--- config.mk ---
export PLATFORM = sky130hd
export DESIGN_NAME = vec_alu_pipe
export DESIGN_NICKNAME = d
export VERILOG_FILES = /design/src/rtl/vec_alu_pipe.sv
export SDC_FILE = /design/constraint.sdc
export NUM_CORES = 2
export LEC_CHECK = 0
export ABC_CLOCK_PERIOD_IN_PS = 9620
export BUFFER_PORTS_ARGS = -buffer_cell sky130_fd_sc_hd__buf_4
export CAP_MARGIN = 10
export CORE_MARGIN = 10
export CORE_UTILIZATION = 29
export CTS_BUF_LIST = sky130_fd_sc_hd__clkbuf_8
export DETAILED_ROUTE_END_ITERATION = 10
export PLACE_DENSITY = 0.45
export RECOVER_POWER = 25
export REMOVE_ABC_BUFFERS = 1
export SETUP_SLACK_MARGIN = 0.2
export SLEW_MARGIN = 20
export SYNTH_ARGS = -nofsm -noshare
export SYNTH_HDL_FRONTEND = slang
export SYNTH_SLANG_ARGS = --single-unit
--- constraint.sdc ---
create_clock -name clk -period 9.62 [get_ports clk]
set_input_delay 1.443 -clock clk [delete_from_list [all_inputs] [get_ports clk]]
set_output_delay 1.443 -clock clk [all_outputs]
set_load 0.02 [all_outputs]
--- src/rtl/vec_alu_pipe.sv ---
// vec_alu_pipe: two-stage SIMD ALU over 8/16/32/64-bit lanes; define VEC_ALU_SAT_EN to add SADDS/SSUBS.
// Latency 2 cycles, 1 beat/cycle; in_ready = !s1_valid || !s2_valid || out_ready, outputs held while stalled.
module vec_alu_pipe #(
  parameter int BITS           = 64,
  parameter int PRECISION_BITS = 2
) (
  input  logic                      clk,
  input  logic                      rst,
  input  logic                      in_valid,
  output logic                      in_ready,
  input  logic [BITS-1:0]           a,
  input  logic [BITS-1:0]           b,
  input  logic [3:0]                opcode,
  input  logic [PRECISION_BITS-1:0] precision,
  output logic                      out_valid,
  input  logic                      out_ready,
  output logic [BITS-1:0]           result_final,
  output logic [BITS/8-1:0]         lane_carry,
  output logic                      op_err
);
  localparam int NP = 1 << PRECISION_BITS;
  localparam int CW = BITS / 8;

  localparam logic [3:0] OP_AND    = 4'b0000;
  localparam logic [3:0] OP_OR     = 4'b0001;
  localparam logic [3:0] OP_XOR    = 4'b0010;
  localparam logic [3:0] OP_ADD    = 4'b0011;
  localparam logic [3:0] OP_SEQ    = 4'b0100;
  localparam logic [3:0] OP_SNE    = 4'b0101;
  localparam logic [3:0] OP_SUB    = 4'b0110;
  localparam logic [3:0] OP_AVGSUB = 4'b0111;
  localparam logic [3:0] OP_AVGADD = 4'b1000;
  localparam logic [3:0] OP_MAX    = 4'b1001;
  localparam logic [3:0] OP_MIN    = 4'b1010;
`ifdef VEC_ALU_SAT_EN
  localparam logic [3:0] OP_SADDS  = 4'b1011;
  localparam logic [3:0] OP_SSUBS  = 4'b1100;
`endif

  typedef struct packed {
    logic [BITS-1:0]           a;
    logic [BITS-1:0]           b;
    logic [3:0]                op;
    logic [PRECISION_BITS-1:0] prec;
  } beat_t;

  beat_t s1;
  logic  s1_valid;
  logic  s2_valid;
  logic  en1;
  logic  en2;
  logic  s1_ok;

  assign en2       = !s2_valid || out_ready;
  assign en1       = !s1_valid || en2;
  assign in_ready  = en1;
  assign out_valid = s2_valid;

  // One result per lane width is computed in parallel; the beat's precision picks one.
  logic [NP-1:0][BITS-1:0] res_p;
  logic [NP-1:0][CW-1:0]   cy_p;

  for (genvar p = 0; p < NP; p++) begin : g_prec
    localparam int W = 8 << p;
    if (W <= BITS) begin : g_lane
      localparam int NL = BITS / W;
      localparam int CL = W / 8;
      logic [BITS-1:0] res;
      logic [CW-1:0]   cy;

      for (genvar l = 0; l < NL; l++) begin : g_l
`ifdef VEC_ALU_SAT_EN
        localparam logic [W-1:0] SMAX = {1'b0, {(W-1){1'b1}}};
        localparam logic [W-1:0] SMIN = {1'b1, {(W-1){1'b0}}};
`endif
        logic [W-1:0] la;
        logic [W-1:0] lb;
        logic [W-1:0] r;
        logic [W:0]   sum;
        logic [W:0]   dif;
        logic         lt;
        logic         c;

        assign la  = s1.a[l*W +: W];
        assign lb  = s1.b[l*W +: W];
        assign sum = {1'b0, la} + {1'b0, lb};
        assign dif = {1'b0, la} - {1'b0, lb};
        assign lt  = $signed(la) < $signed(lb);

        // The extra sum/difference bit is the carry/borrow and also feeds the averaging ops.
        always_comb begin
          r = '0;
          c = 1'b0;
          case (s1.op)
            OP_AND:    r = la & lb;
            OP_OR:     r = la | lb;
            OP_XOR:    r = la ^ lb;
            OP_ADD:    begin r = sum[W-1:0]; c = sum[W]; end
            OP_SEQ:    r = {{(W-1){1'b0}}, la == lb};
            OP_SNE:    r = {{(W-1){1'b0}}, la != lb};
            OP_SUB:    begin r = dif[W-1:0]; c = dif[W]; end
            OP_AVGSUB: r = dif[W:1];
            OP_AVGADD: r = sum[W:1];
            OP_MAX:    r = lt ? lb : la;
            OP_MIN:    r = lt ? la : lb;
`ifdef VEC_ALU_SAT_EN
            OP_SADDS: begin
              r = sum[W-1:0];
              if (la[W-1] == lb[W-1] && sum[W-1] != la[W-1]) begin
                r = la[W-1] ? SMIN : SMAX;
                c = 1'b1;
              end
            end
            OP_SSUBS: begin
              r = dif[W-1:0];
              if (la[W-1] != lb[W-1] && dif[W-1] != la[W-1]) begin
                r = la[W-1] ? SMIN : SMAX;
                c = 1'b1;
              end
            end
`endif
            default: ;
          endcase
        end

        assign res[l*W +: W] = r;
        assign cy[l*CL +: CL] = CL'(c) << (CL - 1);
      end

      assign res_p[p] = res;
      assign cy_p[p]  = cy;
    end else begin : g_none
      assign res_p[p] = '0;
      assign cy_p[p]  = '0;
    end
  end

  always_comb begin
    s1_ok = (s1.op <= OP_MIN);
`ifdef VEC_ALU_SAT_EN
    if (s1.op == OP_SADDS || s1.op == OP_SSUBS) s1_ok = 1'b1;
`endif
  end

  always_ff @(posedge clk) begin
    if (rst) begin
      s1_valid     <= 1'b0;
      s2_valid     <= 1'b0;
      s1           <= '0;
      result_final <= '0;
      lane_carry   <= '0;
      op_err       <= 1'b0;
    end else begin
      if (en1) begin
        s1_valid <= in_valid;
        if (in_valid) s1 <= '{a: a, b: b, op: opcode, prec: precision};
      end
      if (en2) begin
        s2_valid <= s1_valid;
        if (s1_valid) begin
          result_final <= s1_ok ? res_p[s1.prec] : '0;
          lane_carry   <= s1_ok ? cy_p[s1.prec] : '0;
          op_err       <= !s1_ok;
        end
      end
    end
  end
endmodule

### Word-level counts from Yosys, hierarchy flattened

Index checks and enable logic that the tools add are counted.
Widths: inputs -> output; s select.

* order comparisons: 17
* $add $sub $neg: 30
* muxes and demuxes: 66
* reduce and logical (&&, ||, !) cells: 8
* bitwise gates (word level): 45
* equality and inequality tests: 40

Operators with widths (count)
* $pmux 16 s11: 4
* $pmux 32 s11: 2
* $pmux 64 s11: 1
* $pmux 8 s11: 8
* $mux 64: 4
* $mux 8: 18
* $bmux 64 s2: 1
* $mux 16: 8
* $mux 32: 4
* $add 8x8->9: 8
* $sub 8x8->9: 8
* $add 16x16->17: 4
* $sub 16x16->17: 4
* $add 32x32->33: 2
* $sub 32x32->33: 2
* $add 64x64->65: 1
* $sub 64x64->65: 1
* $and 16x16->16: 4
* $and 32x32->32: 2
* $and 64x64->64: 1
* $and 8x8->8: 8
* $eq 16x16->1: 4
* $eq 32x32->1: 2
* $eq 64x64->1: 1
* 29 further kinds: 104

* input port bits: 138
* bits in registers: 209

### Logic depth before layout (Yosys ltp)

* depth in word-level cells: 6
* depth in mapped cells: 18
* mapped depth without buffers: 15

### Least setup slack after synthesis

OpenSTA, ideal clock, no wires.

* path type: register to register
* start: reg s1, in the netlist g_prec[3].g_lane.g_l[0].la[0]
* end: reg result_final[61]
* arrival: 3684 ps
* path slack: 5811 ps
* stages on the path, launching flop included: 16
* setup time: 125 ps
* data required time: 9495 ps
* cells stage by stage: dfxtp_1 -> inv_1 -> ha_1 -> fa_1 -> nor3_1 -> nor3_4 -> o211ai_1 -> a221oi_2 -> o211a_2 -> o211ai_2 -> buf_2 -> o22ai_1 -> a311o_1 -> nor4b_1 -> o2111a_1 -> o31ai_1

* longest elaborated chain between the ends: 6
* elaborated cells between the ends (all ways): 9
* those cells by class: add/sub (2); order compare (1); mux (6)

RTL lines
* from (decl): RTL line 47 `beat_t s1;`
* from (signal assigned): RTL line 156 `if (in_valid) s1 <= '{a: a, b: b, op: opcode, prec: precision};`
* $lt 64x64->1: RTL line 88 `assign lt = $signed(la) < $signed(lb);`
* $mux 64, on equally long branches: RTL line 105, 104
* $pmux 64 s11 (*): RTL line 94 `case (s1.op)`
* $bmux 64 s2 (*): RTL line 161 `result_final <= s1_ok ? res_p[s1.prec] : '0;`
* $mux 64 (implied by the code) (*): RTL line 161
* $mux 64 (*): RTL line 161
* to (signal assigned): RTL line 161
* to (decl): RTL line 17 `output logic [BITS-1:0] result_final,`

Mark *: on every way between the ends. The rest lies on a longest branch, timed or not. The select of a mux whose other input is x is not followed.
A chain may end at the register's enable or synchronous reset.

### Worst setup path in the final report

* start: reg s1, in the netlist g_prec[3].g_lane.g_l[0].la[55]
* end: reg result_final[26]

* longest elaborated chain between the ends: 6
* elaborated cells between the ends (all ways): 7
* those cells by class: order compare (1); mux (6)

RTL lines (RTL line)
* $lt 64x64->1 (*): 88
* $mux 64, on equally long branches: 105, 104
* $pmux 64 s11 (*): 94
* $bmux 64 s2 (*): 161
* $mux 64 (implied by the code) (*): 161
* $mux 64 (*): 161

Marked as above.

==> impl_metrics.tcl <==
set metrics [dict create \
    fin_skew_ns 0.0700 \
    fmax_mhz 170 \
    max_stage_delay_ns 1.00 \
    holdPathStages 2 \
    netSwitchingFraction_pct 48.8 \
    ys_async_sr_fraction_pct 0 \
    cap_violations 2 \
    ys_warn_count 0 \
    routed.top_layer "met5" \
    wl_met3_um 17800 \
    ys_seq_area_share_pct 13.4 \
    area_growth_pct 13.4 \
    startpoint_type "flip-flop" \
    wl_met2_um 82200 \
    cts.path.max_buffers 3 \
    layout-drive-gt1-share_pct 11.1 \
    yosysMostFrequentCell "nand2_1" \
    r2r_start "g_prec[3].g_lane.g_l[0].la[55]" \
    start_util_pct 29.1 \
    ys.flop_type "dfxtp_1" \
    setup_tns_ns 0 \
    maxSlewViolCount 75 \
    dieArea_mm2 0.121 \
    internal-power_mw 2.25 \
    p_leak_nw 12.5 \
    synth_largest_area_cell "dfxtp_1" \
    wl_per_cell_um 31.4 \
    slowest_stage "mux2i_1" \
    cts_buffers 46 \
    power_frac_comb_pct 51.0 \
    synth_top_area_share_pct 13.4 \
    violations "max-capacitance violations, max-slew violations" \
    synth_seq_cells 209 \
    worstMarginPinSlew_ns 2.46 \
    r2r_slack_ns 3.73 \
    regArea_mm2 0.00419 \
    utilization_pct 33.1 \
    setup_viol 0 \
    fin_nets 4983 \
    grt_pass1_vias 38200 \
    place_hpwl_um 138000 \
    peakVddDrop_v 0.000101 \
    yosys-top-cells-count "661 x nand2_1, 516 x a21oi_1, 312 x nor2_1" \
    avgViaCountPerCell 6.60 \
    ys_types 95 \
    crit_chain "inv_1, ha_1, inv_2, a21oi_1, o31ai_1, o21bai_1, and2_1, o211ai_2, buf_4, a21oi_2, mux2i_1, nor2_1, a2111oi_0, o21ai_0" \
    cts_tree "built" \
    h-tree-depth 2 \
    wl_met1_um 78800 \
    fin_area_mm2 0.0353 \
    crit_end "result_final[26]" \
    placed_area_mm2 0.0343 \
    end_kind "flip-flop" \
    postSynthAreaPerCell_um2 6.74 \
    relSlewSlack_pct -63.9 \
    multi_input_area_mm2 0.0248 \
    pwr-share-seq_pct 22.7 \
    track_usage_pct 29.8 \
    clock_sink_count 209 \
    synth_area_leaders "dfxtp_1 13%, a21oi_1 8.3%, ha_1 8.0%" \
    totalWireLength_um 191000 \
    postCtsSetupRepairBufs 0 \
    synth.cell_area_mm2 0.0311 \
    dr.pass1.iters 7 \
    rows 120 \
    worst-setup-path-type "reg2reg" \
    antenna_found_initial 8 \
    rsz0062_at_grt "no" \
    worstSkewPairLatency_ns 0.76 \
    min_path_type "reg2reg" \
    grt_pass1_wl_um 274000 \
    r2r_cells 14 \
    finalCritPeriodShare_pct 61.2 \
    gp_congestion 1.03 \
    route.detailed.drc 0 \
    final_hold_viol_count 0 \
    fp.dieH_um 348 \
    status "complete, but fails checks" \
    p_sw_mw 2.14 \
    p_per_area_mw_per_mm2 124 \
    die_w_um 348 \
    grt_overflow 0 \
    cts-root-buf "clkbuf_8" \
    cts_resized 0 \
    grt_max_degree 110 \
    core-area_mm2 0.107 \
    portBuffers 212 \
    clockPowerShare_pct 26.3 \
    fillers 11800 \
    crit_required_ns 10.22 \
    final_antenna_net_count 0 \
    fin_crit_ns 5.89 \
    crit_path_max_fanout 23 \
    r2r-end "result_final[26]" \
    dr.first_iter.drc_count 5117 \
    synth_edf_count 0 \
    netlist_instances 4614 \
    via_count 40100 \
    startpoint "g_prec[3].g_lane.g_l[0].la[55]" \
    worstPathArrival_ns 6.48 \
    cts_hold_buf 0 \
    io_pins 213 \
    clk_pin_slew_worst_paths_ns 0.07 \
]
## power by group through the flow
stage | Combinational, mW | Sequential (mW) | Clock, mW
after floorplan | 1.27 | 1.01 | 0
after global placement | 2.15 | 1.01 | 0
after detailed placement | 2.14 | 1.01 | 0
after CTS | 2.15 | 0.994 | 1.20
after global routing | 2.35 | 1.00 | 1.22
final | 2.24 | 0.996 | 1.16
## worst max-delay path: cells and delay by family, from the launching register on
family | cells | cell delay, ns
adder cells (fa/ha/maj) | 1 | 0.89
buffers and inverters | 3 | 0.65
AND/OR/NAND/NOR | 2 | 0.45
multiplexers | 1 | 1.00
flip-flops | 1 | 0.50
AO/OA/AOI/OAI | 7 | 2.21
## per-stage QoR
| stage | worst slack [ns] | power [mW] | instances | hold WS (ns) |
|---|---|---|---|---|
| after global routing | 3.59 | 4.57 | 6063 | 0.493 |
| after global placement | 4.01 | 3.16 | 5984 | 0.450 |
| after floorplan | 0.727 | 2.28 | 4236 | 0.458 |
| after CTS | 3.95 | 4.35 | 6062 | 0.461 |
| final | 3.73 | 4.39 | 6065 | 0.461 |
| after detailed placement | 3.94 | 3.15 | 5984 | 0.441 |
## flip-flops by register name (all words and copies together) (netlist names)
signal                cells
g_prec.g_lane.g_l.la     64
g_prec.g_lane.g_l.lb     64
result_final             64
lane_carry                8
s1                        6
op_err                    1
out_valid                 1
s1_valid                  1
## cell families after synthesis
| logic type | synth area share [%] |
|---|---|
| AOI/OAI and AO/OA | 43.1 |
| and+or+nand+nor | 20.5 |
| buffers and inverters | 7.38 |
| adders and majority gates | 9.07 |
| DFF | 13.4 |
| xor gates and xnor gates | 4.78 |
| muxes | 1.76 |
## how the worst min path moves through the flow
stage                                        start                              to  slack (ns)
finish                               lane_carry[3]                   lane_carry[3]        0.46
detailed placement                result_final[51]                result_final[51]        0.44
CTS                               result_final[51]                result_final[51]        0.46
global placement                     lane_carry[3]                   lane_carry[3]        0.45
floorplan           g_prec[3].g_lane.g_l[0].lb[15]  g_prec[3].g_lane.g_l[0].lb[15]        0.46
global route                         lane_carry[3]                   lane_carry[3]        0.49
## layout by cell type (no fill, tap or decap), types with 18 or more instances in the layout
master	Yosys	routed
inv_2	21	23
mux2i_1	48	46
nand2b_1	19	18
clkbuf_8	0	57
a31oi_1	43	43
o21ai_0	278	277
a22oi_1	88	88
nand4_1	60	60
a211oi_1	54	53
a2111oi_0	23	23
nor2b_1	32	31
inv_1	196	204
dfxtp_1	209	207
nand2_1	661	656
o21bai_1	44	44
xnor2_1	162	162
o2111ai_1	41	41
o21a_1	25	25
a21oi_1	516	515
buf_4	2	333
a21o_1	48	48
a221oi_1	203	203
o31ai_1	72	70
nor4_1	62	55
ha_1	200	200
nor3_1	79	75
o211ai_1	59	59
and3_1	25	25
a221o_1	106	106
nor2_1	312	307
nand3_1	89	86
and2_1	28	27
o22ai_1	91	91
o221ai_1	74	74
## final cells by class
class                           instances  share of cell area (%)
Tap cell                             1403                    4.97
Clock inverter                         21                   0.628
Multi-Input combinational cell       3806                    70.4
Inverter                              221                    2.35
Antenna cell                            3                  0.0213
Clock buffer                           57                    2.22
Sequential cell                       209                    11.9
Timing Repair Buffer                  345                    7.53
## routing by layer
metal	GRT usage, %	vias up
met4	16.2	4
met2	45.9	2435
li1	-	17600
met1	38.6	19500
met5	0	-
met3	5.95	555
Power figures use the tool's default switching activity.
